--- config.mk ---
export PLATFORM = sky130hd
export DESIGN_NAME = cv_bg_fetch
export DESIGN_NICKNAME = d
export VERILOG_FILES = /design/src/rtl/cv_bg_pkg.sv /design/src/rtl/cv_bg_fifo2.sv /design/src/rtl/cv_bg_fetch.sv
export SDC_FILE = /design/constraint.sdc
export NUM_CORES = 1
export LEC_CHECK = 0
export BUFFER_PORTS_ARGS = -buffer_cell sky130_fd_sc_hd__buf_2
export CORE_MARGIN = 4
export CORE_UTILIZATION = 60
export DETAILED_ROUTE_END_ITERATION = 10
export HOLD_SLACK_MARGIN = 0.12
export PLACE_DENSITY = 0.93
export SLEW_MARGIN = 10
export SYNTH_ARGS = -nofsm -noshare
export SYNTH_HDL_FRONTEND = slang
export SYNTH_SLANG_ARGS = --single-unit
--- constraint.sdc ---
create_clock -name clk -period 9.25 [get_ports clk]
set_clock_uncertainty 0.1 [all_clocks]
set_input_delay 0.925 -clock clk [delete_from_list [all_inputs] [get_ports clk]]
set_output_delay 0.925 -clock clk [all_outputs]
set_load 0.01 [all_outputs]
--- src/rtl/cv_bg_pkg.sv ---
`default_nettype none
// ============================================================================
// Module  : cv_bg_pkg
// Brief   : Shared constants and types for the BG tile-map fetcher.
// Revision: 1.0 - initial release
// ============================================================================
package cv_bg_pkg;

  // Map geometry: 64x64 entries per bank, 16x16-pixel tiles, 1024x1024 plane.
  localparam int         MAP_COLS   = 64;
  localparam int         MAP_ROWS   = 64;
  localparam int         TILE_SHIFT = 4;
  localparam logic [9:0] PLANE_MASK = 10'h3FF;

  // One map entry as handed to the pattern fetch stage.
  typedef struct packed {
    logic [9:0] code;
    logic [3:0] fine_y;
    logic [3:0] fine_x;
    logic       first;
    logic       last;
  } bg_entry_t;

  typedef enum logic [0:0] {
    ST_IDLE  = 1'b0,
    ST_FETCH = 1'b1
  } bg_state_t;

  // Build an entry; the fine-x skip only applies to the first tile of a line.
  function automatic bg_entry_t make_entry(input logic [9:0] code,
                                           input logic [3:0] fy,
                                           input logic [3:0] fx,
                                           input logic       first,
                                           input logic       last);
    bg_entry_t e;
    e.code   = code;
    e.fine_y = fy;
    e.fine_x = first ? fx : 4'd0;
    e.first  = first;
    e.last   = last;
    return e;
  endfunction

endpackage
`default_nettype wire

--- src/rtl/cv_bg_fifo2.sv ---
`default_nettype none
// ============================================================================
// Module  : cv_bg_fifo2
// Brief   : Two-entry FIFO of bg_entry_t. The head entry sits in a register
//           so the downstream sees registered outputs. Flush empties it.
// Revision: 1.0 - initial release
// ============================================================================
module cv_bg_fifo2
  import cv_bg_pkg::*;
(
  input  logic       clk,
  input  logic       reset_n,
  input  logic       push,
  input  logic       pop,
  input  logic       flush,
  input  bg_entry_t  din,
  output bg_entry_t  dout,
  output logic [1:0] count,
  output logic       valid
);

  bg_entry_t slot0;
  bg_entry_t slot1;
  logic [1:0] cnt;

  // Storage and occupancy; slot0 is always the head of the queue.
  always_ff @(posedge clk) begin
    if (!reset_n) begin
      slot0 <= '0;
      slot1 <= '0;
      cnt   <= 2'd0;
    end else if (flush) begin
      cnt <= 2'd0;
    end else begin
      case ({push, pop})
        2'b10: begin
          if (cnt == 2'd0) slot0 <= din;
          else             slot1 <= din;
          cnt <= cnt + 2'd1;
        end
        2'b01: begin
          slot0 <= slot1;
          cnt   <= cnt - 2'd1;
        end
        2'b11: begin
          // Occupancy unchanged; the incoming entry goes behind whatever remains.
          if (cnt == 2'd2) begin
            slot0 <= slot1;
            slot1 <= din;
          end else begin
            slot0 <= din;
          end
        end
        default: ;
      endcase
    end
  end

  assign dout  = slot0;
  assign count = cnt;
  assign valid = (cnt != 2'd0);

endmodule
`default_nettype wire

--- src/rtl/cv_bg_fetch.sv ---
`default_nettype none
// ============================================================================
// Module  : cv_bg_fetch
// Brief   : Per-scanline BG tile-map fetcher. Latches scroll/bank on
//           line_start, issues TILES_PER_LINE map reads with a two-credit
//           limit, and streams tagged entries over valid/ready.
//           Optional: define CV_BG_FETCH_OVERRUN_EN for a sticky 'overrun'
//           output flagging a line_start that aborted a busy line.
//           TILES_PER_LINE legal range is 1..64.
// Revision: 1.0 - initial release
// ============================================================================
module cv_bg_fetch
  import cv_bg_pkg::*;
#(
  parameter int TILES_PER_LINE = 17
) (
  input  logic        clk,
  input  logic        reset_n,
  input  logic        line_start,
  input  logic [9:0]  line_y,
  input  logic [9:0]  r_yoffset,
  input  logic [9:0]  r_xoffset,
  input  logic [1:0]  r_bank,
  output logic [13:0] t_addr,
  output logic        t_ren,
  input  logic [9:0]  t_dout,
  output logic        o_valid,
  input  logic        o_ready,
  output logic [9:0]  o_code,
  output logic [3:0]  o_fine_y,
  output logic [3:0]  o_fine_x,
  output logic        o_first,
  output logic        o_last,
`ifdef CV_BG_FETCH_OVERRUN_EN
  output logic        overrun,
`endif
  output logic        busy
);

  localparam logic [6:0] TPL = 7'(TILES_PER_LINE);

  bg_state_t   state;
  logic [1:0]  bank_q;
  logic [5:0]  row_q;
  logic [5:0]  col_q;
  logic [3:0]  fy_q;
  logic [3:0]  fx_q;
  logic [6:0]  remaining;
  logic [13:0] addr_q;
  logic        in_flight;
  logic        fl_first;
  logic        fl_last;

  logic [9:0]  ys;
  logic [1:0]  fifo_count;
  logic        fifo_valid;
  bg_entry_t   head;
  bg_entry_t   din;
  logic        final_xfer;
  logic        abort;
  logic        pop;
  logic        push;
  logic [2:0]  occ;
  logic        issue;
  logic [13:0] cur_addr;

  assign ys       = (line_y + r_yoffset) & PLANE_MASK;
  assign cur_addr = {bank_q, row_q, col_q};

  // A line_start that coincides with the hand-off of the previous line's
  // last entry lets that transfer finish; any other line_start while busy
  // abandons the current line and suppresses the transfer in that cycle.
  assign busy       = (state == ST_FETCH) | in_flight | (fifo_count != 2'd0);
  assign final_xfer = fifo_valid & o_ready & head.last;
  assign abort      = line_start & busy & ~final_xfer;
  assign pop        = fifo_valid & o_ready & ~abort;
  assign push       = in_flight & ~abort;

  // Credit: entries buffered plus the one in flight, minus any leaving now,
  // must leave room for the read being issued.
  assign occ   = {1'b0, fifo_count} + {2'b00, in_flight} - {2'b00, pop};
  assign issue = (state == ST_FETCH) & ~line_start & (remaining != 7'd0) & (occ < 3'd2);

  assign t_ren  = issue;
  assign t_addr = issue ? cur_addr : addr_q;

  assign din = make_entry(t_dout, fy_q, fx_q, fl_first, fl_last);

  cv_bg_fifo2 u_fifo (
    .clk     (clk),
    .reset_n (reset_n),
    .push    (push),
    .pop     (pop),
    .flush   (abort),
    .din     (din),
    .dout    (head),
    .count   (fifo_count),
    .valid   (fifo_valid)
  );

  assign o_valid  = fifo_valid;
  assign o_code   = head.code;
  assign o_fine_y = head.fine_y;
  assign o_fine_x = head.fine_x;
  assign o_first  = head.first;
  assign o_last   = head.last;

  // Line FSM: latch geometry on line_start, then step the column per issued read.
  always_ff @(posedge clk) begin
    if (!reset_n) begin
      state     <= ST_IDLE;
      bank_q    <= 2'd0;
      row_q     <= 6'd0;
      col_q     <= 6'd0;
      fy_q      <= 4'd0;
      fx_q      <= 4'd0;
      remaining <= 7'd0;
      addr_q    <= 14'd0;
      in_flight <= 1'b0;
      fl_first  <= 1'b0;
      fl_last   <= 1'b0;
    end else begin
      in_flight <= issue;
      if (issue) begin
        addr_q    <= cur_addr;
        col_q     <= col_q + 6'd1;
        remaining <= remaining - 7'd1;
        fl_first  <= (remaining == TPL);
        fl_last   <= (remaining == 7'd1);
        if (remaining == 7'd1) state <= ST_IDLE;
      end
      if (line_start) begin
        state     <= ST_FETCH;
        bank_q    <= r_bank;
        row_q     <= ys[9:TILE_SHIFT];
        fy_q      <= ys[TILE_SHIFT-1:0];
        col_q     <= r_xoffset[9:TILE_SHIFT];
        fx_q      <= r_xoffset[TILE_SHIFT-1:0];
        remaining <= TPL;
      end
    end
  end

`ifdef CV_BG_FETCH_OVERRUN_EN
  // Sticky overrun: set by an aborting line_start, cleared once a line completes.
  always_ff @(posedge clk) begin
    if (!reset_n) begin
      overrun <= 1'b0;
    end else if (abort) begin
      overrun <= 1'b1;
    end else if (pop && head.last) begin
      overrun <= 1'b0;
    end
  end
`endif

endmodule
`default_nettype wire
==> impl_results.md <==
* Clock tree from TritonCTS: built
* Library cell used as clock root buffer: sky130_fd_sc_hd__clkbuf_8
* WL per Instance at ~15 um
* P per Cell Area at approximately 170 nW/um^2
* Final worst setup slack at approximately 4.4 ns
* Worst-case register-to-register setup slack at 5.63 ns
* Iter 0 DRT Violations at 277
* First-pass GRT wire length at 16.50 mm
* Inserted Clock Buffers at 9
* Startpoint type of the worst setup path: input port
* Max FO, Critical Path at 38
* Startpoint of the worst register-to-register path: u_fifo.count[0]$_SDFFE_PP0P_
* Post-detailed-route via-to-cell ratio at between 5 and 6
* Required time of the critical path at roughly 8 ns
* Minimum setup slack after placement at 4.397 ns
* Number of pins exceeding their max-slew limit in the final report at 0
* Nets at 615
* CTS sink cnt at 89
* Proportion of layout cells with a drive suffix above 1 at 23.78%
* Clock transition at the registers of the reported paths at ~0.080 ns
* Kind of cell adding the most delay to the critical path: buffers and inverters
* Final setup violation count at 0
* Hold-fix buffers at CTS at 0
* Endpoint of the worst hold-timing path: remaining[6]$_SDFFE_PP0P_
* Core Rows at 30
* Sequential element share of the synthesized area at between 40% and 50%
* Number of cells traversed by the worst hold path at 1
* Number of ports placed on the die boundary at between 80 and 90
* Arrival time reported for the critical path endpoint at around 3.9 ns
* Antenna viol nets, final at 0
* FILL cells at around 500
* Routability-driven placement congestion ratio at approximately 0.86
* Number of synthesized flops with an enable pin at 0
* Mean post-synth cell area at ~8.9 um^2
* Critical path class: in -> out
* Height of the die at between 90 and 100 um
* Signed area change from the synthesized netlist to the final layout at 15.16%
* Period utilisation layout at between 50% and 60%
* Endpoint type of the worst setup path: output pin
* Leakage power figure at around 2.2 nW
* Dominant cell type by area after synthesis: sky130_fd_sc_hd__dfxtp_1
* Status: finished clean
* Start point of the worst hold path: remaining[6]$_SDFFE_PP0P_
* DRT Wirelength at a little under 10 mm
* Setup repair after global routing missed its margin: no
* Via count of the first global-routing pass at 3636
* Total global-route track usage at 23.47%
* Area fraction of the dominant cell type after synthesis at around 41%
* Slowest stage cell on the critical path: sky130_fd_sc_hd__fa_1
* YS warnings at 0
* Number of optimization iterations in the first detailed-route pass at 5
* Length in cells of the worst reg-to-reg path at 13
* Minimum clock period at a little under 5 ns
* Number of inserted diodes at 0
* Number of remaining DRC errors at 0
* Number of storage elements in the synthesis netlist at between 80 and 90
* Later-pin clock latency in the skew report at 0.36 ns
* Post-CTS setup buffer count at 0
* Largest vdd supply drop at 0.1561 mV
* Most area-consuming cells after synthesis: sky130_fd_sc_hd__dfxtp_1, sky130_fd_sc_hd__o21ai_0, sky130_fd_sc_hd__ha_1
* Synth async-reset ratio at 0%
* Resize count post-CTS at 0
* Synthesized cell area at roughly 4300 um^2
* Die W at 92.75 um
* CTS H-Tree Depth at 3
* DPL Wire Length at 6.631 mm
* CP cell instances: buf_2 > buf_4 > a21o_1 > inv_1 > ha_1 > nand2b_1 > fa_1 > and3b_2 > o211ai_2 > buf_4 > mux2_2 > buf_2
* Core area at just under 7000 um^2
* Number of antenna violations at the first check in global routing at 0
* Number of violations of the max-capacitance limit at 0
* Maximum buffer depth of the clock tree at 2
* Input/output buffers at just over 80
* Initial Util at between 60% and 70%
* Via Count at 3795
* Count of buffer and inverter cells on the critical path at 5
* Overflow after GRT at 0
* Maximum operating frequency at approximately 0.2 GHz
* Number of nets in the synthesized netlist at ~550
* Least-Margin Pin Slew at 0.9636 ns
* Distinct cell type count after synthesis at 59
* Headroom to the max-slew limit at ~36%
* HP Class: reg -> reg
* Maximum number of pins on one net before global-route repair at between 100 and 150
* Most used flip-flop cell after synthesis: sky130_fd_sc_hd__dfxtp_1
* CP peak stage delay at 0.43 ns
* Hold Fails Final Rpt at 0
* Die area at 8602 um^2
* Cell count after synthesis at about 480
* Setup TNS at 0 ns
* Crit Reg-Reg Endpoint: col_q[2]$_SDFFE_PN0P_
==> sequential cells by signal (all words and copies together), names as in the netlist, 2 cells and up <==
register,cells
u_fifo.dout,20
u_fifo.slot1,20
addr_q,14
remaining,7
col_q,6
row_q,6
fx_q,4
fy_q,4
bank_q,2
u_fifo.count,2
==> stage by stage <==
step / std cells / power [mW] / hold WS [ns] / util, % / cell area (um^2)
finish: 651 / 0.8520 / 0.3731 / 72.24 / 4962
global route: 651 / 0.8890 / 0.3852 / 72.24 / 4962
CTS: 651 / 0.8573 / 0.3711 / 72.24 / 4962
detailed placement: 635 / 0.5318 / 0.3602 / 68.56 / 4710
global placement: 635 / 0.5273 / 0.3536 / 68.56 / 4710
floorplan: 484 / 0.4984 / 0.3439 / - / 4309
==> how the worst max path moves through the flow <==
| stage | startpoint | end | slack [ns] | cells past startpoint |
|---|---|---|---|---|
| floorplan | line_start | t_addr[10] | 5.18 | 11 |
| global placement | line_start | t_addr[5] | 4.46 | 12 |
| detailed placement | line_start | t_addr[0] | 4.40 | 12 |
| CTS | line_start | t_addr[0] | 4.38 | 12 |
| global route | line_start | t_addr[13] | 4.22 | 12 |
| finish | line_start | t_addr[0] | 4.37 | 12 |
==> final cells by class <==
class,count,area (um^2),share of cell area [%]
clock inverter,6,115.1,2.320
multi-input combinational,348,2300,46.34
inverter,14,52.55,1.059
timing repair buffer,88,455.4,9.178
clock buffer,10,137.6,2.774
sequential,89,1782,35.91
tap,96,120.1,2.421
==> cell usage after synthesis, drive strengths merged (2+ instances only) <==
cell and n:
a31o 2, nor2 41, o21ai 51, a21boi 5, nor2b 16, and2 18, nand2 39, mux2 14
a22oi 2, clkbuf 24, nor3 5, nand3 33, nand4 4, o31ai 2, o211ai 4, fa 2
o21a 4, inv 14, a21o 3, xnor2 4, a221oi 19, xor2 6, mux2i 10, a21oi 10
a211oi 8, or2 4, nand3b 5, dfxtp 89, ha 17, nor4b 2, buf 9
==> cells in the final DEF (no fill, tap or decap), types with 3 or more instances in the layout <==
cell type	instances
sky130_fd_sc_hd__a221oi_1	19
sky130_fd_sc_hd__nor2_1	40
sky130_fd_sc_hd__o21a_1	4
sky130_fd_sc_hd__mux2_2	9
sky130_fd_sc_hd__and2_1	17
sky130_fd_sc_hd__a21boi_0	4
sky130_fd_sc_hd__nor3_1	5
sky130_fd_sc_hd__o21ai_0	51
sky130_fd_sc_hd__a21oi_1	10
sky130_fd_sc_hd__nand2_1	39
sky130_fd_sc_hd__buf_2	82
sky130_fd_sc_hd__bufinv_16	3
sky130_fd_sc_hd__xnor2_1	4
sky130_fd_sc_hd__or2_2	4
sky130_fd_sc_hd__xor2_1	6
sky130_fd_sc_hd__nor2b_1	16
sky130_fd_sc_hd__nand3b_1	5
sky130_fd_sc_hd__o211ai_1	3
sky130_fd_sc_hd__nand3_1	33
sky130_fd_sc_hd__a211oi_1	8
sky130_fd_sc_hd__nand4_1	4
sky130_fd_sc_hd__buf_4	6
sky130_fd_sc_hd__a21o_1	3
sky130_fd_sc_hd__mux2_4	5
sky130_fd_sc_hd__ha_1	17
sky130_fd_sc_hd__mux2i_1	10
sky130_fd_sc_hd__dfxtp_1	89
sky130_fd_sc_hd__inv_1	13
sky130_fd_sc_hd__clkbuf_8	10
==> per-layer routing <==
| layer | global-route usage, % | up-vias | share of wire (%) |
|---|---|---|---|
| li1 | - | 1857 | - |
| met1 | 30.01 | 1741 | 44 |
| met4 | 11.11 | 0 | 2.7 |
| met5 | 0 | - | 0 |
| met3 | 3.981 | 28 | 6.5 |
| met2 | 38.55 | 169 | 47 |
==> power breakdown <==
group	internal (mW)	switching [mW]
Sequential	0.400	0.0121
Combinational	0.0498	0.0628
Clock	0.188	0.140
==> cells by family after synthesis <==
group                      Yosys count  synth area share, %
and+or+nand+nor                    173                20.12
AOI/OAI and AO/OA                  122                18.93
DFF                                 89                41.35
adders and majority gates           19                5.865
muxes                               24                6.417
xor gates and xnor gates            10                2.032
buffers and inverters               47                5.284
Note: power is estimated with default switching activity, not from simulation.
